===== src/rtl/alu_share_ctrl.sv =====
// alu_share_ctrl
//   Shares one ALU between two valid/ready requesters with round-robin
//   arbitration. Operands are registered onto the ALU inputs at accept,
//   the result is sampled ALU_LAT cycles later and returned to the owner
//   as a one-cycle response pulse.
//
//   Optional build macro: ALU_SHARE_STATS_EN
//     adds saturating 16-bit counters grant_cnt0, grant_cnt1, ovf_cnt.
//
//   state | meaning
//   ------+-------------------------------------------------------------
//   IDLE  | no operation in flight; combinational grant, readies live
//   EXEC  | operands on ALU inputs, lat counter runs to ALU_LAT-1
//   DONE  | one cycle; response pulse to the owner, back to IDLE next
module alu_share_ctrl #(
  parameter int WIDTH   = 6,
  parameter int ALU_LAT = 2
) (
  input  logic               clk,
  input  logic               rst,
  input  logic               req0_valid,
  output logic               req0_ready,
  input  logic [WIDTH-1:0]   req0_a,
  input  logic [WIDTH-1:0]   req0_b,
  input  logic [1:0]         req0_func,
  input  logic               req1_valid,
  output logic               req1_ready,
  input  logic [WIDTH-1:0]   req1_a,
  input  logic [WIDTH-1:0]   req1_b,
  input  logic [1:0]         req1_func,
  output logic               resp0_valid,
  output logic               resp1_valid,
  output logic [2*WIDTH-1:0] resp_out,
  output logic               resp_err,
  output logic               busy,
  output logic [WIDTH-1:0]   alu_a,
  output logic [WIDTH-1:0]   alu_b,
  output logic [1:0]         alu_func,
  input  logic [2*WIDTH-1:0] alu_out,
  input  logic               alu_ovf
`ifdef ALU_SHARE_STATS_EN
  ,
  output logic [15:0]        grant_cnt0,
  output logic [15:0]        grant_cnt1,
  output logic [15:0]        ovf_cnt
`endif
);

  typedef enum logic [1:0] {
    S_IDLE = 2'd0,
    S_EXEC = 2'd1,
    S_DONE = 2'd2
  } state_t;

  // ALU_LAT is at most 15, so a 4-bit counter covers the whole range.
  localparam int               CNT_W    = 4;
  localparam logic [CNT_W-1:0] LAT_LAST = CNT_W'(ALU_LAT - 1);

  state_t             state_q, state_d;
  logic               rr_ptr_q, rr_ptr_d;
  logic               owner_q, owner_d;
  logic [CNT_W-1:0]   lat_cnt_q, lat_cnt_d;
  logic [WIDTH-1:0]   alu_a_q, alu_a_d;
  logic [WIDTH-1:0]   alu_b_q, alu_b_d;
  logic [1:0]         alu_func_q, alu_func_d;
  logic [2*WIDTH-1:0] resp_out_q, resp_out_d;
  logic               resp_err_q, resp_err_d;
  logic               resp0_valid_q, resp0_valid_d;
  logic               resp1_valid_q, resp1_valid_d;
  logic               busy_q, busy_d;

  logic               grant_port;
  logic               accept;
  logic               capture;

`ifdef ALU_SHARE_STATS_EN
  logic [15:0]        grant_cnt0_q, grant_cnt0_d;
  logic [15:0]        grant_cnt1_q, grant_cnt1_d;
  logic [15:0]        ovf_cnt_q, ovf_cnt_d;
`endif

  // Arbitration: a lone requester wins, a tie goes to the port rr_ptr names.
  always_comb begin
    if (req0_valid && req1_valid) begin
      grant_port = rr_ptr_q;
    end else begin
      grant_port = req1_valid;
    end
    req0_ready = (state_q == S_IDLE) && req0_valid && !grant_port;
    req1_ready = (state_q == S_IDLE) && req1_valid && grant_port;
    accept     = req0_ready || req1_ready;
    capture    = (state_q == S_EXEC) && (lat_cnt_q == LAT_LAST);
  end

  // Next-state and next-output computation for the sequencer.
  always_comb begin
    state_d       = state_q;
    rr_ptr_d      = rr_ptr_q;
    owner_d       = owner_q;
    lat_cnt_d     = lat_cnt_q;
    alu_a_d       = alu_a_q;
    alu_b_d       = alu_b_q;
    alu_func_d    = alu_func_q;
    resp_out_d    = resp_out_q;
    resp_err_d    = resp_err_q;
    resp0_valid_d = 1'b0;
    resp1_valid_d = 1'b0;
    busy_d        = busy_q;

    case (state_q)
      S_IDLE: begin
        if (accept) begin
          alu_a_d    = grant_port ? req1_a    : req0_a;
          alu_b_d    = grant_port ? req1_b    : req0_b;
          alu_func_d = grant_port ? req1_func : req0_func;
          owner_d    = grant_port;
          rr_ptr_d   = !grant_port;
          lat_cnt_d  = '0;
          state_d    = S_EXEC;
          busy_d     = 1'b1;
        end
      end
      S_EXEC: begin
        lat_cnt_d = lat_cnt_q + 1'b1;
        if (capture) begin
          resp_out_d    = alu_out;
          resp_err_d    = alu_ovf;
          resp0_valid_d = !owner_q;
          resp1_valid_d = owner_q;
          state_d       = S_DONE;
        end
      end
      S_DONE: begin
        state_d = S_IDLE;
        busy_d  = 1'b0;
      end
      default: begin
        state_d = S_IDLE;
        busy_d  = 1'b0;
      end
    endcase
  end

`ifdef ALU_SHARE_STATS_EN
  // Saturating activity counters.
  always_comb begin
    grant_cnt0_d = grant_cnt0_q;
    grant_cnt1_d = grant_cnt1_q;
    ovf_cnt_d    = ovf_cnt_q;
    if (req0_ready && grant_cnt0_q != 16'hFFFF) begin
      grant_cnt0_d = grant_cnt0_q + 16'd1;
    end
    if (req1_ready && grant_cnt1_q != 16'hFFFF) begin
      grant_cnt1_d = grant_cnt1_q + 16'd1;
    end
    if (capture && alu_ovf && ovf_cnt_q != 16'hFFFF) begin
      ovf_cnt_d = ovf_cnt_q + 16'd1;
    end
  end
`endif

  // State and registered outputs; reset drops any in-flight operation.
  always_ff @(posedge clk) begin
    if (rst) begin
      state_q       <= S_IDLE;
      rr_ptr_q      <= 1'b0;
      owner_q       <= 1'b0;
      lat_cnt_q     <= '0;
      alu_a_q       <= '0;
      alu_b_q       <= '0;
      alu_func_q    <= '0;
      resp_out_q    <= '0;
      resp_err_q    <= 1'b0;
      resp0_valid_q <= 1'b0;
      resp1_valid_q <= 1'b0;
      busy_q        <= 1'b0;
`ifdef ALU_SHARE_STATS_EN
      grant_cnt0_q  <= '0;
      grant_cnt1_q  <= '0;
      ovf_cnt_q     <= '0;
`endif
    end else begin
      state_q       <= state_d;
      rr_ptr_q      <= rr_ptr_d;
      owner_q       <= owner_d;
      lat_cnt_q     <= lat_cnt_d;
      alu_a_q       <= alu_a_d;
      alu_b_q       <= alu_b_d;
      alu_func_q    <= alu_func_d;
      resp_out_q    <= resp_out_d;
      resp_err_q    <= resp_err_d;
      resp0_valid_q <= resp0_valid_d;
      resp1_valid_q <= resp1_valid_d;
      busy_q        <= busy_d;
`ifdef ALU_SHARE_STATS_EN
      grant_cnt0_q  <= grant_cnt0_d;
      grant_cnt1_q  <= grant_cnt1_d;
      ovf_cnt_q     <= ovf_cnt_d;
`endif
    end
  end

  assign alu_a       = alu_a_q;
  assign alu_b       = alu_b_q;
  assign alu_func    = alu_func_q;
  assign resp_out    = resp_out_q;
  assign resp_err    = resp_err_q;
  assign resp0_valid = resp0_valid_q;
  assign resp1_valid = resp1_valid_q;
  assign busy        = busy_q;

`ifdef ALU_SHARE_STATS_EN
  assign grant_cnt0  = grant_cnt0_q;
  assign grant_cnt1  = grant_cnt1_q;
  assign ovf_cnt     = ovf_cnt_q;
`endif

endmodule


===== config.mk =====
export PLATFORM = sky130hd
export DESIGN_NAME = alu_share_ctrl
export DESIGN_NICKNAME = d
export VERILOG_FILES = /design/src/rtl/alu_share_ctrl.sv
export SDC_FILE = /design/constraint.sdc
export NUM_CORES = 1
export LEC_CHECK = 0
export CAP_MARGIN = 30
export CELL_PAD_IN_SITES_DETAIL_PLACEMENT = 1
export CELL_PAD_IN_SITES_GLOBAL_PLACEMENT = 1
export CORE_ASPECT_RATIO = 1.2
export CORE_MARGIN = 3
export CORE_UTILIZATION = 28
export DETAILED_ROUTE_END_ITERATION = 12
export PLACE_DENSITY_LB_ADDON = 0.1
export SLEW_MARGIN = 30
export SYNTH_ARGS = -nofsm -noshare
export SYNTH_HDL_FRONTEND = slang
export SYNTH_SLANG_ARGS = --single-unit

===== constraint.sdc =====
create_clock -name clk -period 1.65 [get_ports clk]
set_input_delay 0.4125 -clock clk [delete_from_list [all_inputs] [get_ports clk]]
set_output_delay 0.4125 -clock clk [all_outputs]
set_load 0.05 [all_outputs]

# ---- Word level (Yosys, flattened, before mapping)
# Index checks and enable logic that the tools add are counted.
dict set report totals {
  regBits 38
  in_bits 45
  wordCells 47
}
dict set report classes {
  n_addsub 1
  n_eq_ne 4
  muxes 11
  n_bitwise 2
  reduce_logical 17
}
# operator count
set ops {}
lappend ops {{$mux W6} 2}
lappend ops {{$reduce_and A2 Y1} 5}
lappend ops {{$pmux W4 S2} 1}
lappend ops {{$logic_and A1 B1 Y1} 6}
lappend ops {{$mux W2} 3}
lappend ops {{$add A4 B1 Y4 const B} 1}
lappend ops {{$eq A4 B1 Y1 const B} 1}
lappend ops {{$mux W4} 1}
lappend ops {{$ne A2 B2 Y1 const B} 2}
lappend ops {{$pmux W2 S2} 1}
lappend ops {{$reduce_or A3 Y1} 1}
lappend ops {{$eq A2 B1 Y1 const B} 1}
lappend ops {{$logic_not A1 Y1} 2}
lappend ops {{$logic_not A2 Y1} 1}
lappend ops {{$mux W1} 2}
lappend ops {{$not A1 Y1} 2}
lappend ops {{$pmux W1 S2} 1}
lappend ops {{$reduce_bool A2 Y1} 1}
lappend ops {{$logic_or A1 B1 Y1} 1}

# ---- Longest topological paths before layout
dict set report depth {
  depth_word 7
  mapped_depth 6
  mapped_depth_nobuf 5
}

# ---- Worst setup path after synthesis
# OpenSTA, ideal clock, no wires.
dict set report synth_path {
  path_kind {input port to output port}
  from {input req1_valid}
  to {output req0_ready}
  t_arrival_ns 1.386
  required_time_ns 1.237
  path_slack_ns -0.149
  cell_stages 3
  n_path_buf 1
  path_cell_list {buf_2 a211oi_2 and2_1}
}
dict set report synth_between {
  elab_chain_cells 4
}
# item line_no
set synth_rtl {}
lappend synth_rtl {{start: declaration} 26} ;# input logic req1_valid,
lappend synth_rtl {{$logic_and A1 B1 Y1} 84} ;# if (req0_valid && req1_valid) begin
lappend synth_rtl {{$mux W1 (*)} 84}
lappend synth_rtl {{$logic_not A1 Y1 (*)} 89} ;# req0_ready = (state_q == S_IDLE) && req0_valid && !grant_port;
lappend synth_rtl {{$logic_and A1 B1 Y1 (*)} 89}
lappend synth_rtl {{end: declaration} 22} ;# output logic req0_ready,
# Mark *: on every way between the ends. The rest lies on a longest branch, timed or not.

# ---- Worst setup path in the final report
dict set report layout_path {
  from {register state_q[1]}
  to {output req0_ready}
}
dict set report layout_between {
  elab_chain_cells 3
}
# item line_no
set layout_rtl {}
lappend layout_rtl {{start: declaration} 59} ;# state_t state_q, state_d;
lappend layout_rtl {{start signal: assignment} 183} ;# state_q <= state_d;
lappend layout_rtl {{$logic_not A2 Y1} 89}
lappend layout_rtl {{$logic_and A1 B1 Y1 (2 in a row)} 89}
# Every way passes these cells.

==> results.ini <==
[place]
portBuffers=76
gp_congestion=0.7336
place_inst=328
dp_hpwl_mm=3.800
dp_slack_ns=-0.4782

[global_routing]
global_route.usage.total=0.1658
grt_max_degree=39
antenna_found_initial=0
gr-total-overflow=0
first_global_vias=1808
grt_first_pass_wirelength_mm=8.673

[logic_synthesis]
synth_top_area_share=0.4684
synth.area.top_cells=dfxtp_1, nand3_1, o21ai_0
yosysWarnings=0
synth_most_common_cell=dfxtp_1
ys_seq_elements=38
ys.flop_type=dfxtp_1
syn-num-nets=242
synth_commonest_cells=dfxtp_1, nand3_1, o21ai_0
ys_types=29
async_flop_share=0
syn_inst=195
synth_area_sq_um=1624
yosysTopAreaCell=dfxtp_1
synth_edf_count=0
avgSynthCellArea_sq_um=8.329
ys_seq_area_frac=0.4684

[detailed_routing]
wl_mm=5.357
drc=0
first_iter_violations=89
antenna_left=0
wire_per_inst_um=15.90
via_per_inst=5.252
vias=1770
drt-pass1-iter-count=4

[timing]
slew_violations=0
fin_ws_ns=0.04276
layout_min_cycle_time_ns=1.607
rsz0062_at_grt=true
max_freq_mhz=622.2
slew_headroom=0.4571
timing.hold.ws_ns=0.4193
hold_viol_final=0
skew_ns=0.002781
post-route-period-util=0.9741
setup_viol=0
worst_pin_slew_ns=0.8113

[floorplanning]
coreArea_sq_um=5443
die-height_um=89.43
rows=29
ios=77
die_area_sq_um=6754
die_w_um=75.53
start_util=0.2984

[cts]
cts_buffers=5
cts_hold_buffers=0
clk_latency_ns=0.28
cts_sinks=38
cts_tree=done
clk_path_buf_depth=2
clk_pin_slew_ns=0.07
root_buffer=clkbuf_8
cts_htree_levels=2

[worst_setup_path]
ff2ff_setup_slack_ns=0.15
endpoint=req0_ready
arrival_ns=1.19
cp.required_ns=1.24
path_class=reg -> out
regToRegStartpoint=state_q[1]$_SDFFE_PP0P_
r2r-end=lat_cnt_q[3]$_SDFFE_PP0P_
startpoint=state_q[1]$_SDFFE_PP0P_
path_max_fanout=3
cp-end-kind=output port
critPathLaunchType=flop
rr_worst_depth=4

[pwr]
cellLeakagePower_nw=0.9863
powerDensity_nw_per_um2=937.4
vdd_ir_drop_max_mv=0.3473

[cells_and_area]
layout.cells.non_filler=337
drive_gt1_frac=0.2436
fin_nets=321
diodes=0
syn2layout_area_growth_pct=60.48

[hold_path]
hold_class=reg -> reg

[job]
cap_viol_max_count=0

[run_status]
status=completed

[flip-flops by register name, summed over array words and instances (netlist names)]
register	cells
resp_out	12
alu_a	6
alu_b	6
lat_cnt_q	4
alu_func	2
state_q	2
busy	1
owner_q	1
resp0_valid	1
resp1_valid	1
resp_err	1
rr_ptr_q	1
[cells in the final DEF, fill, tap and decap left out]
master and instances:
clkdlybuf4s50_1 42, buf_4 40, dfxtp_1 35, nand3_1 28
o21ai_0 27, a21oi_1 18, nand4_1 14, a31oi_1 14
buf_12 7, clkbuf_8 6, nand2b_1 4, nor2_1 4
nor3_1 4, nand2_1 3, inv_1 2, or2_2 2
nor2b_1 2, a211oi_1 2, o31ai_1 2, ha_1 2
dfxtp_2 2, a211oi_4 1, and2_4 1, nor2_2 1
and3_4 1, nor3b_1 1, or3b_4 1, or4_1 1
a221oi_2 1, o21ai_1 1, nand3b_1 1, clkinv_2 1
clkbuf_1 1, clkbuf_2 1, buf_2 1, dfxtp_4 1
[worst min path at each step]
stage,from,end,slack [ns],cells past startpoint
6_report,owner_q$_SDFFE_PP0P_,resp0_valid$_SDFF_PP0_,0.42,1
5_1_grt,owner_q$_SDFFE_PP0P_,resp0_valid$_SDFF_PP0_,0.44,1
4_1_cts,owner_q$_SDFFE_PP0P_,resp0_valid$_SDFF_PP0_,0.43,1
3_5_place_dp,owner_q$_SDFFE_PP0P_,resp0_valid$_SDFF_PP0_,0.41,1
3_3_place_gp,owner_q$_SDFFE_PP0P_,resp0_valid$_SDFF_PP0_,0.42,1
2_1_floorplan,owner_q$_SDFFE_PP0P_,resp0_valid$_SDFF_PP0_,0.40,1
[final cells by class]
class,instances,area (sq um)
Sequential cell,38,767.0
Tap cell,62,77.57
Clock inverter,1,5.005
Clock buffer,7,86.33
Multi-Input combinational cell,136,792.0
Fill cell,665,2836
Timing Repair Buffer,91,870.8
Inverter,2,7.507
[per-stage QoR]
stage	utilization	TNS [ns]	instance area [sq um]	power, mW
2_1_floorplan	-	0	1627	1.456
3_3_place_gp	0.4586	-7.372	2496	1.804
3_5_place_dp	0.4586	-7.578	2496	1.809
4_1_cts	0.4777	0	2600	2.479
5_1_grt	0.4789	-0.02931	2606	2.579
6_report	0.4789	0	2606	2.443
[routing by layer]
layer	share of wire	up-vias	GRT usage
met1	0.43	818	0.1894
met3	0.071	7	0.04949
met2	0.48	62	0.2969
met4	0.011	0	0.04293
li1	-	883	-
met5	0	-	0
[power by group]
part / internal [mW] / switching [mW] / total (mW)
clock network: 0.337 / 0.320 / 0.657
registers: 0.980 / 0.0455 / 1.03
logic: 0.318 / 0.442 / 0.760
[kinds of logic after synthesis]
| family | after synthesis | share of synthesized area |
|---|---|---|
| and+or+nand+nor | 68 | 0.2304 |
| AOI/OAI and AO/OA | 66 | 0.2311 |
| DFF | 38 | 0.4684 |
| buffers and inverters | 21 | 0.05470 |
| adders and majority gates | 2 | 0.01541 |
[what timing repair did]
item | CTS | global route
resized for setup | 7 | 8
setup endpoints to repair | 17 | 16
buffers inserted | 1 | 0
pin swaps | 2 | 2
[worst max-delay path, stage by stage, from the launching register on]
cell      delay [ns]
dfxtp_4         0.36
a211oi_4        0.22
and2_4          0.20
buf_12          0.13
Note: power is estimated with default switching activity, not from simulation.
